--- src/rtl/timer8254_pkg.sv ---
// Shared definitions for the 8254 timer channel blocks.
//   DATA_W      : byte width of the CPU bus and of each count half
//   RW_*        : encodings of the control-word read/write field
//   BYTE_LSB/MSB: byte-select values used by the LSB/MSB sequencers
package timer8254_pkg;

  localparam int DATA_W = 8;

  localparam logic [1:0] RW_LATCH   = 2'b00;
  localparam logic [1:0] RW_LSB     = 2'b01;
  localparam logic [1:0] RW_MSB     = 2'b10;
  localparam logic [1:0] RW_LSB_MSB = 2'b11;

  localparam logic BYTE_LSB = 1'b0;
  localparam logic BYTE_MSB = 1'b1;

endpackage

--- src/rtl/byte_seq.sv ---
// LSB/MSB byte sequencer for one 8254 channel access path.
// Holds the RW mode register and the byte-select flip-flop.
// It is shared by the read path and the write path.
// Ports:
//   clk, reset  : clock, asynchronous active-high reset
//   mode_load   : control-word strobe for this channel
//   rw_in       : RW field of that control word; a value of 00 is ignored
//   advance     : one byte of the sequence is consumed this cycle
//   rw_reg      : current RW mode (debug/visibility)
//   byte_sel    : raw byte-select flip-flop (debug/visibility)
//   cur_byte    : byte the current access addresses
//   last_byte   : current byte completes the access sequence
module byte_seq
  import timer8254_pkg::*;
#(
  parameter logic [1:0] RW_RESET = 2'b11
) (
  input  logic       clk,
  input  logic       reset,
  input  logic       mode_load,
  input  logic [1:0] rw_in,
  input  logic       advance,
  output logic [1:0] rw_reg,
  output logic       byte_sel,
  output logic       cur_byte,
  output logic       last_byte
);

  always_ff @(posedge clk or posedge reset) begin
    if (reset) begin
      rw_reg   <= RW_RESET;
      byte_sel <= BYTE_LSB;
    end else if (mode_load && (rw_in != RW_LATCH)) begin
      rw_reg   <= rw_in;
      byte_sel <= BYTE_LSB;
    end else if (advance && (rw_reg == RW_LSB_MSB)) begin
      byte_sel <= ~byte_sel;
    end
  end

  // Single-byte modes always address their fixed byte.
  // Two-byte mode follows the toggle flip-flop.
  always_comb begin
    cur_byte  = byte_sel;
    last_byte = 1'b1;
    case (rw_reg)
      RW_LSB:     cur_byte = BYTE_LSB;
      RW_MSB:     cur_byte = BYTE_MSB;
      RW_LSB_MSB: last_byte = (byte_sel == BYTE_MSB);
      default:    cur_byte = byte_sel;
    endcase
  end

endmodule

--- src/rtl/count_readback.sv ---
// CPU-side read path of one 8254 counter channel.
// Serves the live count, a latched count or a latched status byte on an
// 8-bit read port, following the control-word RW mode.
// Ports:
//   clk, reset        : clock, asynchronous active-high reset
//   count_high/low    : live count from the counting element
//   status_in         : live status byte
//   mode_write        : control-word strobe; rw_mode is sampled with it
//   latch_cmd         : counter latch command strobe
//   status_latch      : read-back status latch strobe
//   rd                : CPU consumes the byte on data_out
//   data_out          : byte the next rd returns (combinational)
//   count_latched     : a count latch is held
//   status_pending    : a status latch is held
//
// Read handshake: data_out is always valid and rd is always accepted.
// A high rd on a rising edge consumes exactly the byte shown on data_out
// during that cycle. Status takes precedence over count bytes.
module count_readback
  import timer8254_pkg::*;
#(
  parameter int         DATA_W   = timer8254_pkg::DATA_W,
  parameter logic [1:0] RW_RESET = 2'b11
) (
  input  logic              clk,
  input  logic              reset,
  input  logic [DATA_W-1:0] count_high,
  input  logic [DATA_W-1:0] count_low,
  input  logic [DATA_W-1:0] status_in,
  input  logic              mode_write,
  input  logic [1:0]        rw_mode,
  input  logic              latch_cmd,
  input  logic              status_latch,
  input  logic              rd,
  output logic [DATA_W-1:0] data_out,
  output logic              count_latched,
  output logic              status_pending
);

  logic [DATA_W-1:0] latch_hi;
  logic [DATA_W-1:0] latch_lo;
  logic [DATA_W-1:0] status_reg;

  logic       mode_eff;
  logic       count_rd;
  logic [1:0] rw_reg;
  logic       byte_sel;
  logic       cur_byte;
  logic       last_byte;
  logic       latched_after_rd;
  logic       pending_after_rd;

  // An RW field of 00 is the latch command and has its own strobe.
  assign mode_eff = mode_write && (rw_mode != RW_LATCH);
  // A read consumes a count byte only if no status is waiting.
  assign count_rd = rd && !status_pending;

  byte_seq #(
    .RW_RESET (RW_RESET)
  ) u_byte_seq (
    .clk       (clk),
    .reset     (reset),
    .mode_load (mode_write),
    .rw_in     (rw_mode),
    .advance   (count_rd),
    .rw_reg    (rw_reg),
    .byte_sel  (byte_sel),
    .cur_byte  (cur_byte),
    .last_byte (last_byte)
  );

  // Read effects are resolved first, so a latch command on the same
  // edge as the final byte read starts a fresh latch.
  assign latched_after_rd = count_latched && !(count_rd && last_byte);
  assign pending_after_rd = status_pending && !rd;

  always_ff @(posedge clk or posedge reset) begin
    if (reset) begin
      count_latched  <= 1'b0;
      status_pending <= 1'b0;
      latch_hi       <= '0;
      latch_lo       <= '0;
      status_reg     <= '0;
    end else if (mode_eff) begin
      count_latched  <= 1'b0;
      status_pending <= 1'b0;
    end else begin
      if (latch_cmd && !latched_after_rd) begin
        latch_hi      <= count_high;
        latch_lo      <= count_low;
        count_latched <= 1'b1;
      end else begin
        count_latched <= latched_after_rd;
      end

      if (status_latch && !pending_after_rd) begin
        status_reg     <= status_in;
        status_pending <= 1'b1;
      end else begin
        status_pending <= pending_after_rd;
      end
    end
  end

  always_comb begin
    data_out = '0;
    if (status_pending) begin
      data_out = status_reg;
    end else if (cur_byte == BYTE_MSB) begin
      data_out = count_latched ? latch_hi : count_high;
    end else begin
      data_out = count_latched ? latch_lo : count_low;
    end
  end

  logic unused_dbg;
  assign unused_dbg = ^{rw_reg, byte_sel};

endmodule

--- config.mk ---
export PLATFORM = sky130hd
export DESIGN_NAME = count_readback
export DESIGN_NICKNAME = d
export VERILOG_FILES = /design/src/rtl/timer8254_pkg.sv /design/src/rtl/byte_seq.sv /design/src/rtl/count_readback.sv
export SDC_FILE = /design/constraint.sdc
export NUM_CORES = 1
export LEC_CHECK = 0
export CORE_AREA = 3 3 61 119
export CTS_CLUSTER_SIZE = 8
export DETAILED_ROUTE_END_ITERATION = 16
export DIE_AREA = 0 0 64 122
export PLACE_DENSITY = 0.53
export SETUP_SLACK_MARGIN = 0.5
export SKIP_CTS_REPAIR_TIMING = 1
export SYNTH_ARGS = -nofsm -noshare
export SYNTH_HDL_FRONTEND = slang
export SYNTH_SLANG_ARGS = --single-unit
--- constraint.sdc ---
create_clock -name clk -period 1.9 [get_ports clk]
set_input_delay 0.38 -clock clk [delete_from_list [all_inputs] [get_ports clk]]
set_output_delay 0.38 -clock clk [all_outputs]
set_load 0.01 [all_outputs]
======== Word-level counts from Yosys, hierarchy flattened ========
Index checks and enable logic that the tools add are counted.
word-level totals
  logic and storage cells ................. 41
  flip-flop bits (word level) ............. 29
cells by class
  bitwise logic cells ..................... 2
  equal/unequal tests ..................... 3
  reductions and logical operators ........ 17
  multiplexer cells ....................... 12
operator list
  kind                                                                    number
  8-bit 2-to-1 mux                                                        4
  1-bit logical AND                                                       8
  1-bit 2-to-1 mux                                                        7
  1-bit zero test                                                         5
  2-bit equality test (second input constant)                             2
  2-bit AND reduction                                                     2
  2-bit nonzero test                                                      2
  2-bit by 1-bit equality test with 1-bit output (second input constant)  1
  1-bit NOT                                                               2
  1-bit one-hot mux with 2 select lines                                   1

======== Longest topological paths before layout ========
Gate-level depths: netlist (run 1).
  depth in word-level cells ............... 9
  mapped depth ............................ 7
  gate-level depth less buffers ........... 6

======== By module ========
Synthesis (run 1) repeated with hierarchy kept, for this count alone.
second synthesis, totals
  cell total of the unflattened synthesis .. 99
  area total of the unflattened synthesis .. 1541.5 µm²
modules (own cells, without submodules)
  module          cells an instance  seq. area each (µm²)  times used  area an instance (µm²)
  count_readback  82                 650.6                 1           1362.6
  byte_seq        17                 77.6                  1           178.9

======== Worst setup path after synthesis (run 1) ========
Ideal clock, no wire load.
  path type ............................... register -> output
  start point ............................. reg u_byte_seq.rw_reg[0]
  end point ............................... out data_out[0]
  buffers on the path ..................... 1
  setup slack ............................. -0.279 ns
  arrival ................................. 1.799 ns
  cell stages (with the launch flop) ...... 7
  data required time ...................... 1.520 ns
  cell sequence ........................... dfstp_2 inv_1 ha_1 mux2i_1 buf_2 o21ai_0 o21ai_0
on the way
  cells in the longest elaborated chain, start to end .. 4
  elaborated cells between the ends (all ways) .. 5
  those cells by class .................... eq/ne: 2; mux: 3
ends and longest elaborated chain
  element                                                                                line                   source
  start, declared                                                                        byte_seq.sv:23         output logic [1:0] rw_reg,
  start signal, assigned                                                                 byte_seq.sv:34         rw_reg <= rw_in;
  2-bit equality test or 2-bit by 1-bit equality test with 1-bit output (tied branches)  byte_seq.sv:46         case (rw_reg)
  1-bit one-hot mux with 2 select lines (*)                                              byte_seq.sv:46
  8-bit 2-to-1 mux (*)                                                                   count_readback.sv:109  end else if (cur_byte == BYTE_MSB) begin
  8-bit 2-to-1 mux (*)                                                                   count_readback.sv:107  if (status_pending) begin
  end, declared                                                                          count_readback.sv:35   output logic [DATA_W-1:0] data_out,
Every way passes the cells marked *; elsewhere a longest branch is shown, timed or not.

======== Final worst setup path (run 1) ========
Ends and elaborated chain as after synthesis.

==> flow_summary.yaml, run 1 <==
critical_path:
  critPathArrivalTime_ns: 1.94
  worst_setup_path_start_kind: "flop"
  crit_required_ns: 1.52
  slowest_delay_ns: 0.53
  cp_max_fo: 8
  endpoint_kind: "output port"
  critPathBufInv: 3
  worst-setup-path-type: "reg2out"
  slowest_stage: "dfstp_2"
  cpMostUsedCell: "o21ai_1"
  r2r_slack_ns: 0.10
  crit_chain: "inv_2 -> ha_4 -> mux2i_4 -> clkbuf_16 -> nand2_2 -> o21ai_1 -> o21ai_1 -> buf_2"
  critical-path-top-delay-family: "flip-flops"
cts:
  clock-sinks: 29
  tritoncts: "built"
  ctsLongestPathBuffers: 2
  clockRootBuffer: "clkbuf_16"
  cts_max_level: 2
  clock_latency_ns: 0.27
  cts_buffers: 5
  path_clk_slew_ns: 0.05
global_route:
  overflow: 0
  grt_max_degree: 30
  grt_antenna_before_repair: 0
  grt_pass1_vias: 1220
  track_usage_pct: 10.3
  grt_pass1_wl_um: 6020
synthesis:
  ys_seq_area_share_pct: 46.0
  netlist_area_mm2: 0.00158
  ys.flop_type: "dfrtp_1"
  syn-num-nets: 166
  synth_seq_cells: 29
  synth-edff-count: 0
  synth-async-reset-ratio_pct: 100
  yosysWarnings: 0
  synth.distinct_cells: 28
  synthCells: 132
  syn_avg_cell_area_um2: 12.0
run:
  maxCapViolCount: 0
status:
  run_status: "complete, but fails checks"
  violations: "negative setup slack"
placement:
  port_buffers: 41
  dp_slack_ns: -0.481
  place_area_mm2: 0.00221
  dp_hpwl_um: 2810
  routabilityCongestion: 0.643
finish:
  fill_cells: 638
  finalNetCount: 225
  syn2layout_area_growth_pct: 59.2
  diodes: 0
  drive_above_1_share_pct: 49.5
  stdcell_area_mm2: 0.00252
detailed_routing:
  num_vias: 1173
  routed_via_density: 4.22
  drtIter0Drc: 21
  drc: 0
  drt_first_pass_iters: 4
  ant_nets: 0
  post_drt_wl_per_cell_um: 14.8
  drt-total-wl_um: 4130
power_and_ir_drop:
  switchingPower_w: 0.000656
  power.density_mw_per_mm2: 930
  p_total_w: 0.00234
  internal_power_w: 0.00169
  p_sw_share_pct: 28.0
  clkPwrFrac_pct: 31.5
  p_seq_share_pct: 34.6
  leakagePower_nw: 1.14
  p_comb_share_pct: 33.9
  peakVddDrop_mv: 0.523
timing:
  max_slew_margin_pct: 74.3
  fmax_mhz: 430
  setup_violations: 8
  period_share_pct: 122
  worst_hold_slack_ns: 0.490
  tightestPinTransition_ns: 0.385
  period_minus_slack_ns: 2.32
  finClkSkew_ns: 0.00728
  timing.final.ws_setup_ns: -0.424
  rsz0062_at_grt: "true"
  drv_slew: 0
  final-hold-violation-count: 0
die:
  fp.dieArea_mm2: 0.00781
  ios: 42
  coreArea_mm2: 0.00641
  die_width_um: 64
  rows: 41
  fp.dieH_um: 122
  start_util_pct: 24.7
min_path:
  hp-class: "in2async"
## tightest hold or removal path, cell delays in order
cell and delay (ns):
clkdlybuf4s50_1 0.39, inv_1 0.05, buf_4 0.35
## synth_stat cells, types with 2 or more instances
cell type | number | area, um2
ha_1 | 2 | 25.0
dfrtp_1 | 27 | 676
buf_6 | 2 | 22.5
nand2_1 | 17 | 63.8
a21oi_1 | 2 | 10.0
inv_1 | 4 | 15.0
o21ai_1 | 2 | 10.0
o21ai_0 | 16 | 80.1
mux2i_1 | 9 | 90.1
buf_2 | 2 | 10.0
mux2_2 | 22 | 248
mux2_4 | 10 | 150
dfstp_2 | 2 | 52.6
## layer usage
metal / share of wire [%] / up-vias / track usage, %
li1: - / 576 / -
met1: 37 / 569 / 11.5
met2: 57 / 24 / 17.8
met3: 3.4 / 4 / 2.40
met4: 2.1 / 0 / 5.55
met5: 0 / - / 0
## per-stage QoR
step / util (%) / setup TNS [ns] / instances
final: 39.3 / -3.18 / 278
after global routing: 39.3 / -3.79 / 278
after CTS: 36.6 / -6.09 / 274
after detailed placement: 34.5 / -5.48 / 266
after global placement: 34.5 / -5.51 / 266
after floorplan: - / -0.0663 / 132
## power groups by stage
stage | combinational [W] | sequential (W) | clock, W
after CTS | 0.000694 | 0.000809 | 0.000757
after global routing | 0.000860 | 0.000829 | 0.000793
final | 0.000796 | 0.000810 | 0.000738
after detailed placement | 0.000688 | 0.000817 | 0
after floorplan | 0.000422 | 0.000803 | 0
after global placement | 0.000686 | 0.000813 | 0
## placed cells by master, fill, tap and decap left out, types with 2 or more instances in the layout
cell	netlist	final
and3_4	1	2
buf_12	1	4
buf_2	2	8
buf_4	0	10
buf_6	2	3
clkbuf_16	0	6
clkdlybuf4s50_1	0	27
clkinv_2	0	2
dfrtp_1	27	27
dfstp_2	2	2
dlymetal6s2s_1	0	5
inv_1	4	3
mux2_2	22	16
mux2_4	10	16
mux2i_1	9	8
nand2_1	17	9
nand2_2	0	7
o21ai_1	2	7
o21ai_2	1	6
o21ai_4	0	5
## path summary, 6_finish.rpt
| path | start | endpoint | cells past startpoint |
|---|---|---|---|
| setup / recovery | u_byte_seq.rw_reg[0] | data_out[0] | 8 |
| hold / removal | reset | latch_hi[5] | 3 |
| setup reg to reg | u_byte_seq.rw_reg[1] | latch_lo[7] | 6 |
| hold reg to reg | status_reg[2] | status_reg[2] | 1 |
| max in group asynchronous | reset | u_byte_seq.rw_reg[0] | 3 |
| min in group clk | status_reg[2] | status_reg[2] | 1 |
## cells by family (layout without fill, tap and decap cells)
kind of cell | after synthesis | count (layout) | synth area share (%)
adders and majority gates | 2 | 2 | 1.58
xor gates and xnor gates | 1 | 1 | 0.553
muxes | 41 | 41 | 30.8
and+or+nand+nor | 25 | 26 | 7.82
DFF | 29 | 29 | 46.0
AOI/OAI and AO/OA | 23 | 23 | 7.82
buffers and inverters | 11 | 70 | 5.45
## cell type report
cell class / instances / area (um2) / area share [%]
Clock buffer: 6 / 129 / 5.11
Clock inverter: 2 / 10.0 / 0.397
Inverter: 4 / 15.0 / 0.596
Multi-Input combinational cell: 93 / 945 / 37.5
Sequential cell: 29 / 728 / 28.9
Tap cell: 86 / 108 / 4.27
Timing Repair Buffer: 58 / 587 / 23.3
No activity file was read; power rests on OpenSTA's default activity.
==> run 2, diff against run 1 <==
Settings changed: PLACE_DENSITY 0.53 to default, TNS_END_PERCENT from default to 20.
==> run 2 against run 1 <==
Net effect: the flow still finishes with violations (negative setup slack); utilization shrank 1.0 points; worst hold slack got worse by 0.0085 ns; flip-flop and latch count unchanged; clock power rose by 1%; first-iteration DRC count shrank 29%; setup slack worse by 0.017 ns; power is 2.8% lower; cell count fell by 0.36%; sequential share of layout area rose by 0.78 points.
==> flow_summary.yaml, run 2 (synthesized netlist as in run 1, its figures left out) <==
finish:
  drive_above_1_share_pct: 42.4
  fin_cells: 277
  finalNetCount: 225
  final_util_pct: 38.3
  final_cell_mix: "27 x dfrtp_1, 27 x clkdlybuf4s50_1, 16 x mux2_2, 16 x mux2_4, 15 x nand2_1"
  stdcell_area_mm2: 0.00245
  fill_cells: 636
  diodes: 0
  syn2layout_area_growth_pct: 55.0
global_route:
  grt_max_degree: 30
  grt_antenna_before_repair: 0
  grt_pass1_vias: 1267
  overflow: 0
  track_usage_pct: 10.0
  grt_pass1_wl_um: 6020
cts:
  clock_latency_ns: 0.26
  cts_max_level: 2
  clockRootBuffer: "clkbuf_16"
  clock-sinks: 29
  tritoncts: "built"
  cts_buffers: 5
  path_clk_slew_ns: 0.05
  ctsLongestPathBuffers: 2
die:
  fp.dieArea_mm2: 0.00781
  start_util_pct: 24.7
  fp.dieH_um: 122
  rows: 41
  coreArea_mm2: 0.00641
  ios: 42
  die_width_um: 64
critical_path:
  critical-path-top-delay-family: "flip-flops"
  worst-setup-path-type: "reg2out"
  endpoint_kind: "output port"
  crit_chain: "inv_2 -> ha_4 -> mux2i_4 -> clkbuf_16 -> o21ai_2 -> o21ai_1 -> buf_2"
  cp_max_fo: 7
  crit_start: "u_byte_seq.rw_reg[0]"
  worst_setup_path_start_kind: "flop"
  slowest_stage: "dfstp_2"
  rr_startpoint: "u_byte_seq.rw_reg[1]"
  worst_r2r_path_depth: 7
  critPathBufInv: 3
  r2r_end: "latch_hi[6]"
  slowest_delay_ns: 0.53
  r2r_slack_ns: 0.17
  crit_required_ns: 1.52
  cp.depth: 7
  crit_end: "data_out[2]"
  critPathArrivalTime_ns: 1.96
detailed_routing:
  routed_via_density: 4.31
  ant_nets: 0
  met2_length_um: 2120
  route.met3.wl_um: 141
  drt-met1-wl_um: 1490
  drt-total-wl_um: 3790
  drc: 0
  top_layer_used: "met4"
  drtIter0Drc: 15
  post_drt_wl_per_cell_um: 13.7
  num_vias: 1194
  drt_first_pass_iters: 2
timing:
  setup_violations: 8
  max_slew_margin_pct: 74.5
  period_minus_slack_ns: 2.34
  finClkSkew_ns: 0.00266
  fmax_mhz: 427
  tns_ns: -3.33
  tightestPinTransition_ns: 0.383
  timing.final.ws_setup_ns: -0.441
  period_share_pct: 123
  rsz0062_at_grt: "true"
  final-hold-violation-count: 0
  drv_slew: 0
run:
  maxCapViolCount: 0
power_and_ir_drop:
  peakVddDrop_mv: 0.560
  power.density_mw_per_mm2: 929
  leakagePower_nw: 1.12
  p_sw_share_pct: 25.6
  switchingPower_w: 0.000584
  clkPwrFrac_pct: 32.8
  internal_power_w: 0.00170
  p_comb_share_pct: 31.6
  p_seq_share_pct: 35.6
status:
  violations: "negative setup slack"
  run_status: "complete, but fails checks"
placement:
  dp_cells: 267
  port_buffers: 41
  dp_slack_ns: -0.511
  dp_hpwl_um: 2760
  place_area_mm2: 0.00223
  routabilityCongestion: 0.708
min_path:
  hp-class: "in2async"
==> run 2: worst register-to-register path: cells and delay by family (launching register included) <==
kind            cells  cell delay (ns)
flops               1             0.56
mux                 1             0.32
simple gates        2             0.28
buf+inv             2             0.26
fa+ha+maj           1             0.13
compound gates      1             0.07
==> run 2: final cells by class <==
cell class	instances	area (um2)	area share [%]
multi-input combinational	92	858	35.0
sequential	29	728	29.7
timing repair buffer	59	603	24.6
clock buffer	7	143	5.81
tap	86	108	4.38
inverter	4	15.0	0.612
==> run 2: metal layers <==
layer / up-vias / GRT usage (%)
met4: 0 / 4.06
met5: - / 0
met1: 591 / 11.0
met3: 2 / 2.21
li1: 577 / -
met2: 24 / 18.1
==> run 2: how the worst min path moves through the flow <==
stage | end | slack, ns | cells past startpoint
2_1_floorplan | count_latched | 0.46 | 1
3_3_place_gp | latch_hi[4] | 0.48 | 1
3_5_place_dp | latch_hi[7] | 0.49 | 1
4_1_cts | status_reg[2] | 0.50 | 3
5_1_grt | status_reg[5] | 0.51 | 1
6_report | latch_lo[7] | 0.48 | 3
==> run 2: per-stage QoR <==
stage	total power [W]	hold WS, ns
final	0.00228	0.481
after global routing	0.00240	0.515
after CTS	0.00228	0.500
after detailed placement	0.00151	0.491
after global placement	0.00150	0.483
after floorplan	0.00122	0.457
==> run 2: power by group through the flow <==
stage          Clock, W  Sequential, W  Combinational [W]
6_report       0.000748       0.000811           0.000721
5_1_grt        0.000789       0.000826           0.000785
4_1_cts        0.000769       0.000810           0.000704
3_5_place_dp          0       0.000816           0.000697
3_3_place_gp          0       0.000810           0.000693
2_1_floorplan         0       0.000803           0.000422
==> edit 1 (settings of run 2) <==
Reset style: synchronous (`reset`), changed in 2 clocked blocks. Comments in the files are not updated.
--- a/src/rtl/byte_seq.sv
+++ b/src/rtl/byte_seq.sv
@@ -28,3 +28,3 @@
 
-  always_ff @(posedge clk or posedge reset) begin
+  always_ff @(posedge clk) begin
     if (reset) begin
--- a/src/rtl/count_readback.sv
+++ b/src/rtl/count_readback.sv
@@ -76,3 +76,3 @@
 
-  always_ff @(posedge clk or posedge reset) begin
+  always_ff @(posedge clk) begin
     if (reset) begin
Formal check against the unedited RTL: differs if reset is asserted again (counterexample within 4 cycles, from zero or initial values and one cycle with reset high); with reset held inactive, the same outputs for 10 cycles.
==> edit 1 against run 2 <==
  * The run still ends with setup timing left
  * Wire length increased by 2.4%
  * Critical endpoint is now data_out[6]
  * Total power down 19%
  * Count of clock-buffer cells in the layout did not move
  * Final area is 1.0% lower
  * Sequential cell count is the same
  * Clock power is 2% higher
  * Setup slack improved by 0.23 ns
  * Area after synthesis rose by 1.7%
  * Via count rose by 12%
  * Core utilization decreased by 0.39 points
  * Critical path type unchanged
==> edit 1: results (changes against run 2) <==
status: "finished with violations"
violations: "setup timing"
r2r_start: "u_byte_seq.rw_reg[0]"
cp_slowest_cell: "dfxtp_2"
crit_arrival_ns: 1.73  # -0.23 ns
area_delta_synth_final_pct: 50.8
synth_fp_nets: 209  # +26%
power-per-cell-area_mw_per_mm2: 760  # -18%
clkTransAtPathRegs_ns: 0.05  # about the same
synth_common_cells: "mux2i_1 (33), nand2b_1 (32), dfxtp_1 (29)"
hold_class: "primary input to flip-flop"
clk_path_buf_depth: 2  # unchanged
tns_ns: -1.25  # +2.08 ns
p_sw_share_pct: 24.1  # -1.5 points
layout-drive-gt1-share_pct: 22.4  # -20 points
p_leak_nw: 1.05  # -6.4%
critPathMaxStageDelay_ns: 0.33  # -0.20 ns
seq_area_frac_synth_pct: 36.0  # -9.9 points
hpwl_microns: 3000  # +8.8%
fin_ws_ns: -0.207  # +0.234 ns
final.fill_count: 666  # +4.7%
cp-start-kind: "flip-flop"
tightest_slew_ns: 0.201  # -0.181 ns
setup_viol: 8  # unchanged
antenna_found_initial: 0  # unchanged
grt_pass1_vias: 1411  # +11%
critPathTopFamily: "buffers and inverters"
finClkSkew_ns: 0.00350  # +0.000842 ns
grt_max_degree: 25  # -17%
ant_nets: 0  # unchanged
path_max_fanout: 16  # +9
grt_pass1_wl_microns: 6270  # +4.3%
synthArstFlopShare_pct: 0  # -100 points
dpl-instance-area_sq_mm: 0.00225  # +0.90%
drt_pass1_iterations: 4  # +2
r2r_slack_ns: 0.54  # +0.37 ns
h-tree-depth: 2  # unchanged
fin_hold_ws_ns: 0.455  # -0.0261 ns
fin_nets: 262  # +16%
synth_area_leaders: "dfxtp_1 (36%), mux2i_1 (20%), nand2b_1 (12%), mux2_2 (5.6%), nand2_1 (4.7%)"
place_congestion: 0.758  # +7.1%
peakVddDrop_uv: 273  # -51%
wl_microns: 3880  # +2.4%
reg2reg_to: "latch_hi[6]"
drt_first_iter_violations: 50  # +35
synth_ff_type: "dfxtp_1"
worstSetupEndpoint: "data_out[6]"
viasPerCell: 4.27  # -0.92%
hold_depth: 2
port_buffers: 41  # unchanged
synth_cell_type_count: 25  # -11%
grt_usage_pct: 10.3  # +0.27 points
## edit 1: changes by cell type in the layout (fill, tap and decap cells not counted), sizes merged, moves of 2 or more
cell          change
dfrtp            -27
dlymetal6s2s      +3
dfstp             -2
mux2             -24
dfxtp            +29
a221o             +2
nand2             +3
buf               -5
inv               -2
mux2i            +24
nor2              +7
nor2b             +3
nand2b           +30
## edit 1: layout make-up
cell class                 count  share of cell area [%]
tap                           86                    4.43
sequential                    29                    24.1
inverter                       2                   0.309
multi-input combinational    133                    41.3
timing repair buffer          57                    23.9
clock buffer                   7                    5.87
## edit 1: metrics by stage
step           std cells  setup WS (ns)
5_1_grt              314         -0.286
3_3_place_gp         307         -0.333
6_report             314         -0.207
2_1_floorplan        175          0.188
3_5_place_dp         307         -0.332
4_1_cts              314         -0.586
## edit 1: kinds of logic (layout without fill, tap and decap cells)
| family | count (synthesis) | in the layout | synth area share (%) |
|---|---|---|---|
| and+or+nand+nor | 66 | 66 | 21.8 |
| AOI/OAI and AO/OA | 23 | 23 | 8.85 |
| xor gates and xnor gates | 1 | 1 | 0.544 |
| buffers and inverters | 13 | 66 | 5.12 |
| adders and majority gates | 2 | 2 | 1.55 |
| DFF | 29 | 29 | 36.0 |
| muxes | 41 | 41 | 26.1 |
## edit 1: power by group through the flow
stage | clock (mW) | sequential (mW) | combinational [mW]
4_1_cts | 0.781 | 0.669 | 0.432
6_report | 0.760 | 0.671 | 0.416
3_3_place_gp | 0 | 0.680 | 0.425
5_1_grt | 0.807 | 0.674 | 0.454
2_1_floorplan | 0 | 0.678 | 0.230
3_5_place_dp | 0 | 0.681 | 0.430
## edit 1: per-layer routing
metal  share of wire, %  up-vias  GRT usage [%]
li1                   -      696              -
met1                 38      606           10.1
met5                  0        -              0
met3                3.8        9           2.03
met4                3.0        0           6.90
met2                 55       30           18.9
==> edit 2 (config.mk and constraints of run 2) <==
Made on the original files. `DATA_W`: 8 -> 12.
--- a/src/rtl/timer8254_pkg.sv
+++ b/src/rtl/timer8254_pkg.sv
@@ -6,3 +6,3 @@
 
-  localparam int DATA_W = 8;
+  localparam int DATA_W = 12;
 
Ports: changed (resized count_high, count_low, data_out and status_in); port bits go from 42 to 58. The function was not compared with the original's and may differ.
==> edit 2 against run 2 <==
  * The run still ends with setup timing left
  * Critical endpoint is now data_out[8]
  * Total power up 39%
  * Synthesized cell count up 40%
  * Sequential cell count up 12
  * Global-route usage up 3.3 points
  * Wire length up 38%
  * Critical path type unchanged
  * Final area up 36%
  * Setup slack worse by 0.065 ns
  * Area after synthesis up 41%
  * Clock power up 26%
  * Count of clock-buffer cells in the layout down 1
==> edit 2: results (changes against run 2) <==
status: "finished with violations"
violations: "setup timing"
clk_path_buf_depth: 2  # unchanged
seq_area_frac_synth_pct: 46.0  # about the same
layout-drive-gt1-share_pct: 46.4  # +4.0 points
synth_common_cells: "dfrtp_1 (39), mux2_2 (28), nand2_1 (25), o21ai_0 (25), mux2_4 (20)"
diodes: 0  # unchanged
yosys_warnings: 0  # unchanged
grt_max_degree: 42  # +40%
peakVddDrop_uv: 582  # +3.8%
viasPerCell: 4.59  # +6.5%
grt_pass1_wl_microns: 7970  # +32%
clock_latency_ns: 0.28  # +0.02 ns
avgSynthCellArea_sq_um: 12.1  # +0.77%
r2r_start: "u_byte_seq.rw_reg[1]"
met1_usage_pct: 16.0  # +4.9 points
fin_cells: 349  # +26%
p_leak_nw: 1.54  # +37%
clkTransAtPathRegs_ns: 0.06
hpwl_microns: 3750  # +36%
fin_nets: 308  # +37%
grt_pass1_vias: 1659  # +31%
place_congestion: 0.781  # +10%
setup_viol: 12  # +4
worst_r2r_path_depth: 7  # unchanged
slew_viol_final: 0  # unchanged
fin_ws_ns: -0.507  # -0.0654 ns
synth_fp_nets: 231  # +39%
gr-usage-met2_pct: 22.6  # +4.5 points
cts_root_buf: "clkbuf_16"
hold_class: "primary input to asynchronous set/reset pin"
reg2reg_to: "latch_lo[7]"
synth_cell_type_count: 28  # unchanged
dpl.cell_count: 337  # +26%
antenna_found_initial: 0  # unchanged
top_layer_used: "met4"
met1_length_microns: 2110  # +42%
wl_per_cell_microns: 15.0  # +9.4%
global_route.usage.met3_pct: 3.14  # +0.92 points
path_max_fanout: 7  # unchanged
drt_first_iter_violations: 43  # +28
synthArstFlopShare_pct: 100  # unchanged
grt_usage_pct: 13.3  # +3.3 points
dr_wl_met2_microns: 2850  # +35%
r2r_slack_ns: 0.01  # -0.16 ns
critPathTopFamily: "flip-flops"
h-tree-depth: 2  # unchanged
cts_made_buffers: 5  # unchanged
synth_area_leaders: "dfrtp_1 (44%), mux2_2 (14%), mux2_4 (13%), mux2i_1 (5.8%), o21ai_0 (5.6%)"
finClkSkew_ns: 0.00448  # +0.00182 ns
drt_pass1_iterations: 2  # unchanged
cp_slowest_cell: "dfstp_2"
max_slew_margin_pct: 82.5  # +8.0 points
port_buffers: 57  # +39%
crit_arrival_ns: 2.03  # +0.07 ns
synth_ff_type: "dfrtp_1"
critPathMaxStageDelay_ns: 0.54
dr_wl_met3_microns: 194  # +38%
edit 2: kinds of logic after synthesis:
kind of cell,after synthesis,share of synthesized area [%]
compound gates,31,7.33
xor+xnor,1,0.392
fa+ha+maj,2,1.12
buf+inv,16,5.20
flops,41,46.0
mux,61,33.3
simple gates,33,6.66
edit 2: report_power, final:
group          switching (mW)  leakage (nW)  internal [mW]
registers              0.0965         0.481           1.05
clock network           0.324        0.0808          0.618
logic                   0.434         0.977          0.638
total                   0.854          1.54           2.31
edit 2: stage by stage:
step	util, %	TNS, ns	instance area (sq um)	setup WS [ns]	hold WS (ns)
floorplan	-	-0.368	2290	-0.0388	0.476
global placement	48.1	-9.28	3080	-0.568	0.487
detailed placement	48.1	-10.03	3080	-0.611	0.489
CTS	50.6	-10.80	3250	-0.923	0.472
global route	52.3	-6.50	3350	-0.575	0.489
finish	52.3	-5.49	3350	-0.507	0.461
edit 2: how the worst max path moves through the flow:
stage | start | slack [ns] | endpoint
after floorplan | u_byte_seq.rw_reg[0] | -0.04 | data_out[0]
after global placement | u_byte_seq.rw_reg[0] | -0.57 | data_out[8]
after detailed placement | u_byte_seq.rw_reg[0] | -0.61 | data_out[8]
after CTS | u_byte_seq.rw_reg[0] | -0.92 | data_out[8]
after global routing | u_byte_seq.rw_reg[0] | -0.57 | data_out[8]
final | u_byte_seq.rw_reg[0] | -0.51 | data_out[8]
edit 2: cell type report:
| cell class | instances | area [sq um] |
|---|---|---|
| fillers | 603 | 3060 |
| multi-input cells | 128 | 1220 |
| flip-flops and latches | 41 | 1030 |
| repair buffers | 82 | 813 |
| clock buffers | 6 | 129 |
| well taps | 86 | 108 |
| clock inverters | 2 | 35.0 |
| inverters | 4 | 15.0 |
